## config.mk

```make
export PLATFORM = sky130hd
export DESIGN_NAME = rs_cdb_wakeup
export DESIGN_NICKNAME = d
export VERILOG_FILES = /design/src/rtl/rs_cdb_wakeup.sv
export SDC_FILE = /design/constraint.sdc
export NUM_CORES = 1
export LEC_CHECK = 0
export CORE_MARGIN = 4
export CORE_UTILIZATION = 35
export DETAILED_ROUTE_END_ITERATION = 12
export HOLD_SLACK_MARGIN = 0.02
export SKIP_CTS_REPAIR_TIMING = 1
export SLEW_MARGIN = 20
export SYNTH_ARGS = -nofsm -noshare
export SYNTH_HDL_FRONTEND = slang
export SYNTH_SLANG_ARGS = --single-unit
```

## constraint.sdc

```tcl
create_clock -name clock -period 5.7 [get_ports clock]
set_input_delay 0.855 -clock clock [delete_from_list [all_inputs] [get_ports clock]]
set_output_delay 0.855 -clock clock [all_outputs]
set_load 0.01 [all_outputs]
```

## src/rtl/rs_cdb_wakeup.sv

```systemverilog
`default_nettype none
`ifndef XLEN
`define XLEN 32
`endif
// ============================================================================
//  Module      : rs_cdb_wakeup
//  Description : Reservation station sitting on the CDB. Holds dispatched
//                instructions with pending operands, snoops CDB broadcasts
//                to capture operand values, and issues the lowest-index
//                fully-ready entry to a single functional unit.
//  Revision    : 1.0  initial release
// ============================================================================
module rs_cdb_wakeup #(
   parameter int RS_DEPTH = 4,
   parameter int TAG_W    = 3,
   parameter int FUNC_W   = 5,
   parameter int XLEN     = `XLEN
) (
   input  logic                          clock,
   input  logic                          reset_n,
   input  logic                          flush,
   input  logic                          cdb_valid,
   input  logic [TAG_W-1:0]              cdb_tag,
   input  logic [XLEN-1:0]               cdb_value,
   input  logic                          dispatch_valid,
   output logic                          dispatch_ready,
   input  logic [FUNC_W-1:0]             dispatch_func,
   input  logic [TAG_W-1:0]              dispatch_dest_tag,
   input  logic                          dispatch_opa_ready,
   input  logic                          dispatch_opb_ready,
   input  logic [TAG_W-1:0]              dispatch_opa_tag,
   input  logic [TAG_W-1:0]              dispatch_opb_tag,
   input  logic [XLEN-1:0]               dispatch_opa_val,
   input  logic [XLEN-1:0]               dispatch_opb_val,
   output logic                          issue_valid,
   input  logic                          issue_ready,
   output logic [FUNC_W-1:0]             issue_func,
   output logic [TAG_W-1:0]              issue_dest_tag,
   output logic [XLEN-1:0]               issue_opa,
   output logic [XLEN-1:0]               issue_opb,
   output logic [$clog2(RS_DEPTH):0]     free_count
);

   localparam int IDX_W = $clog2(RS_DEPTH);
   localparam int CNT_W = IDX_W + 1;
   localparam logic [CNT_W-1:0] C_ONE = {{(CNT_W-1){1'b0}}, 1'b1};

   // Entry storage
   logic [RS_DEPTH-1:0] r_valid;
   logic [RS_DEPTH-1:0] r_a_rdy;
   logic [RS_DEPTH-1:0] r_b_rdy;
   logic [FUNC_W-1:0]   r_func  [RS_DEPTH];
   logic [TAG_W-1:0]    r_dest  [RS_DEPTH];
   logic [TAG_W-1:0]    r_a_tag [RS_DEPTH];
   logic [TAG_W-1:0]    r_b_tag [RS_DEPTH];
   logic [XLEN-1:0]     r_a_val [RS_DEPTH];
   logic [XLEN-1:0]     r_b_val [RS_DEPTH];

   logic                w_sel_found;
   logic [IDX_W-1:0]    w_sel_idx;
   logic                w_free_found;
   logic [IDX_W-1:0]    w_free_idx;
   logic [CNT_W-1:0]    w_free_count;
   logic                w_issue_fire;
   logic                w_disp_fire;
   logic                w_fwd_a;
   logic                w_fwd_b;

   // Lowest-index ready entry (select) and lowest-index free entry (allocate),
   // plus the free-slot count; all from registered state only.
   always_comb begin
      w_sel_found  = 1'b0;
      w_sel_idx    = '0;
      w_free_found = 1'b0;
      w_free_idx   = '0;
      w_free_count = '0;
      for (int i = RS_DEPTH - 1; i >= 0; i--) begin
         if (r_valid[i] && r_a_rdy[i] && r_b_rdy[i]) begin
            w_sel_found = 1'b1;
            w_sel_idx   = i[IDX_W-1:0];
         end
         if (!r_valid[i]) begin
            w_free_found = 1'b1;
            w_free_idx   = i[IDX_W-1:0];
            w_free_count = w_free_count + C_ONE;
         end
      end
   end

   assign dispatch_ready = w_free_found;
   assign free_count     = w_free_count;
   assign issue_valid    = w_sel_found;
   assign issue_func     = w_sel_found ? r_func[w_sel_idx]  : '0;
   assign issue_dest_tag = w_sel_found ? r_dest[w_sel_idx]  : '0;
   assign issue_opa      = w_sel_found ? r_a_val[w_sel_idx] : '0;
   assign issue_opb      = w_sel_found ? r_b_val[w_sel_idx] : '0;

   assign w_issue_fire = w_sel_found && issue_ready;
   assign w_disp_fire  = dispatch_valid && w_free_found;
   // A pending operand whose producer broadcasts in the dispatch cycle is
   // captured directly, otherwise it would miss its only wakeup.
   assign w_fwd_a = !dispatch_opa_ready && cdb_valid && (cdb_tag == dispatch_opa_tag);
   assign w_fwd_b = !dispatch_opb_ready && cdb_valid && (cdb_tag == dispatch_opb_tag);

   // Entry update: flush squashes everything; otherwise wakeup, issue-clear
   // and dispatch-allocate. Allocation never targets the issuing slot since
   // that slot was occupied at the start of the cycle.
   always_ff @(posedge clock or negedge reset_n) begin
      if (!reset_n) begin
         r_valid <= '0;
         r_a_rdy <= '0;
         r_b_rdy <= '0;
         for (int i = 0; i < RS_DEPTH; i++) begin
            r_func[i]  <= '0;
            r_dest[i]  <= '0;
            r_a_tag[i] <= '0;
            r_b_tag[i] <= '0;
            r_a_val[i] <= '0;
            r_b_val[i] <= '0;
         end
      end else if (flush) begin
         r_valid <= '0;
      end else begin
         for (int i = 0; i < RS_DEPTH; i++) begin
            if (r_valid[i] && cdb_valid) begin
               if (!r_a_rdy[i] && (r_a_tag[i] == cdb_tag)) begin
                  r_a_rdy[i] <= 1'b1;
                  r_a_val[i] <= cdb_value;
               end
               if (!r_b_rdy[i] && (r_b_tag[i] == cdb_tag)) begin
                  r_b_rdy[i] <= 1'b1;
                  r_b_val[i] <= cdb_value;
               end
            end
         end
         if (w_issue_fire) begin
            r_valid[w_sel_idx] <= 1'b0;
         end
         if (w_disp_fire) begin
            r_valid[w_free_idx] <= 1'b1;
            r_func[w_free_idx]  <= dispatch_func;
            r_dest[w_free_idx]  <= dispatch_dest_tag;
            r_a_tag[w_free_idx] <= dispatch_opa_tag;
            r_b_tag[w_free_idx] <= dispatch_opb_tag;
            r_a_rdy[w_free_idx] <= dispatch_opa_ready | w_fwd_a;
            r_b_rdy[w_free_idx] <= dispatch_opb_ready | w_fwd_b;
            r_a_val[w_free_idx] <= w_fwd_a ? cdb_value : dispatch_opa_val;
            r_b_val[w_free_idx] <= w_fwd_b ? cdb_value : dispatch_opb_val;
         end
      end
   end

endmodule
`default_nettype wire

```

==> impl_metrics.toml <==
[floorplanning]
die_h_um = 236.9
ios = 198
rows = 83
die_w_um = 236.9
core_um2 = 51610
initial_utilization = 0.3554
die_area_um2 = 56130

[power_and_ir_drop]
leakage_uw = 0.009109
powerDensity_nw_per_um2 = 316.3
ir_drop_v = 0.0002115
combPwrFrac = 0.208
switching_share = 0.2876
finalPower_uw = 6989
seqPwrFrac = 0.431
clkPwrFrac = 0.362
p_sw_uw = 2010
internal_power_uw = 4980

[clocking]
clockBufferDepth = 3
tritoncts = "done"
cts_buffers = 37
clock_latency_ns = 0.57
cts_root_buf = "clkbuf_16"
cts.htree.levels = 2
clkTransAtPathRegs_ns = 0.06
cts_sinks = 324

[routing]
drt-total-wl_um = 69400
drt_iter0_markers = 1685
detail-route-antenna-nets = 0
drc = 0
routedWlPerCell_um = 27.16
firstDrtPassIters = 5
via_count = 16287
vias_per_cell = 6.375

[job]
maxCapViolCount = 0

[synth]
synth_nets = 1925
synth_edf_count = 0
synth_cell_type_count = 48
ys_warn_count = 0
avgSynthCellArea_um2 = 10.19
synthArstFlopShare = 1.000
netlist_instances = 1800
synth.cell_area_um2 = 18340
seq_area_frac_synth = 0.4420
ys_ff_latch = 324
ys.flop_type = "dfrtp_1"

[run_status]
status = "complete, no violations"

[sta]
setup_violations = 0
worst_pin_slew_ns = 1.195
rsz0062_at_grt = "false"
max_clock_freq_ghz = 0.2199
period_share = 0.7977
tns_ns = 0
layout_min_cycle_time_ns = 4.547
finalHoldViolations = 0
slew_viol_final = 0
clock-skew-final_ns = 0.01789
slew_headroom = 0.2036

[setup_path]
crit_path_max_fanout = 75
critPathKind = "flop to output pin"
worstSetupStartpointType = "flop"
reg2reg_depth = 4
cp.arrival_ns = 3.69
cp_cell_sequence = "and3_4 -> buf_4 -> a221oi_1 -> o21ai_0 -> clkdlybuf4s50_1"
cp_slowest_cell = "buf_4"
slowest_delay_ns = 0.87
critPathRequiredTime_ns = 4.85
critPathCaptureType = "output pin"

[cells_and_area]
diodes = 0
mostFrequentLayoutCell = "dfrtp_1"
drive_gt1_frac = 0.1936
syn_to_final_growth_pct = 20.48
final_cell_mix = "dfrtp_1, clkdlybuf4s50_1, nand2_1, o21ai_0, a221oi_1"
num-nets-final = 1971

[global_routing]
grt_overflow = 0
grt_max_degree = 114
grt_pass1_vias = 16587
antenna_found_initial = 6
grt_pass1_wl_um = 105000
grt_util_all_layers = 0.2373

[place]
dpl.hpwl_um = 40230
gp_congestion = 0.8173
port-buffer-count = 197

[worst_hold_path]
hp-class = "input pin to asynchronous set/reset pin"
==> power groups by stage <==
| stage | logic [µW] | registers, µW | clock network (µW) |
|---|---|---|---|
| 2_1_floorplan | 888 | 2950 | 0 |
| 3_3_place_gp | 1400 | 3020 | 0 |
| 3_5_place_dp | 1450 | 3030 | 0 |
| 4_1_cts | 1450 | 3000 | 2570 |
| 5_1_grt | 1570 | 3050 | 2650 |
| 6_report | 1450 | 3010 | 2530 |
==> cells by family (layout without fill, tap and decap cells) <==
family	after synthesis	count (layout)	synth area share
buffers and inverters	260	335	0.05948
adder cells (fa/ha/maj)	4	4	0.002729
XOR/XNOR	33	33	0.01576
AND/OR/NAND/NOR	517	517	0.1428
flip-flops	324	324	0.4420
AO/OA/AOI/OAI	505	505	0.2350
multiplexers	157	157	0.1023
==> Yosys cell counts, types with 5 or more instances <==
master	n	area share
dfrtp_1	324	0.44
clkbuf_1	188	0.038
nand2_1	165	0.034
o21ai_0	145	0.040
a221oi_1	136	0.065
o221a_2	135	0.083
or3_1	128	0.044
nand3_1	69	0.019
mux2i_1	64	0.035
o221a_1	57	0.035
mux2_4	50	0.041
nor2_1	44	0.0090
mux2_2	43	0.026
nor4_1	42	0.014
nor3_1	37	0.010
inv_1	36	0.0074
xor2_1	27	0.013
buf_2	14	0.0038
a21oi_1	11	0.0030
buf_1	8	0.0016
buf_6	8	0.0049
nand2b_1	6	0.0020
xnor2_1	6	0.0029
or4_1	5	0.0020
==> worst paths after layout <==
check / start / end / slack [ns]
worst min-delay path: reset_n / r_a_val[89]$_DFFE_PN0N_ / 0.35
worst max register to register: r_valid[0]$_DFF_PN0_ / r_a_val[117]$_DFFE_PN0N_ / 2.77
worst max-delay path: r_valid[2]$_DFF_PN0_ / issue_opb[20] / 1.15
min in group clock: r_func[12]$_DFFE_PN0P_ / r_func[12]$_DFFE_PN0P_ / 0.47
max in group asynchronous: reset_n / r_b_val[96]$_DFFE_PN0N_ / 3.95
worst min register to register: r_func[12]$_DFFE_PN0P_ / r_func[12]$_DFFE_PN0P_ / 0.47
==> area by class of cell <==
type                    count  area [µm²]
clock inverters            14       123.9
fillers                  4885       29510
flip-flops and latches    324        8108
clock buffers              54        1152
well taps                 680       850.8
inverters                  36       135.1
multi-input cells        1216        9370
repair buffers            231        2360
==> through the flow <==
step / instance area, µm² / hold WS (ns) / cells / worst slack (ns) / utilization
after floorplan: 18340 / 0.4404 / 1800 / 3.035 / -
after global placement: 20660 / 0.4524 / 2481 / 1.641 / 0.4004
after detailed placement: 20730 / 0.4572 / 2483 / 1.615 / 0.4016
after CTS: 22000 / 0.4078 / 2551 / 1.180 / 0.4263
after global routing: 22100 / 0.4385 / 2555 / 0.9684 / 0.4282
final: 22100 / 0.3550 / 2555 / 1.153 / 0.4282
==> routing by layer <==
metal	vias to the layer above	part of all wire	global-route usage
li1	7016	-	-
met4	12	0.026	0.07042
met3	141	0.091	0.05707
met1	8307	0.41	0.3202
met2	811	0.47	0.3801
met5	-	0.0012	0
==> sequential cells by signal (all words and copies together) (netlist names) <==
signal   cells
r_a_val    128
r_b_val    128
r_func      20
r_a_tag     12
r_b_tag     12
r_dest      12
r_a_rdy      4
r_b_rdy      4
r_valid      4
==> worst max-delay path, delay by kind of cell, from the launching register on <==
family	cells	cell delay, ns
and+or+nand+nor	1	0.26
DFF	1	0.49
AOI/OAI and AO/OA	2	0.80
buffers and inverters	2	1.53
Note: power is estimated with default switching activity, not from simulation.
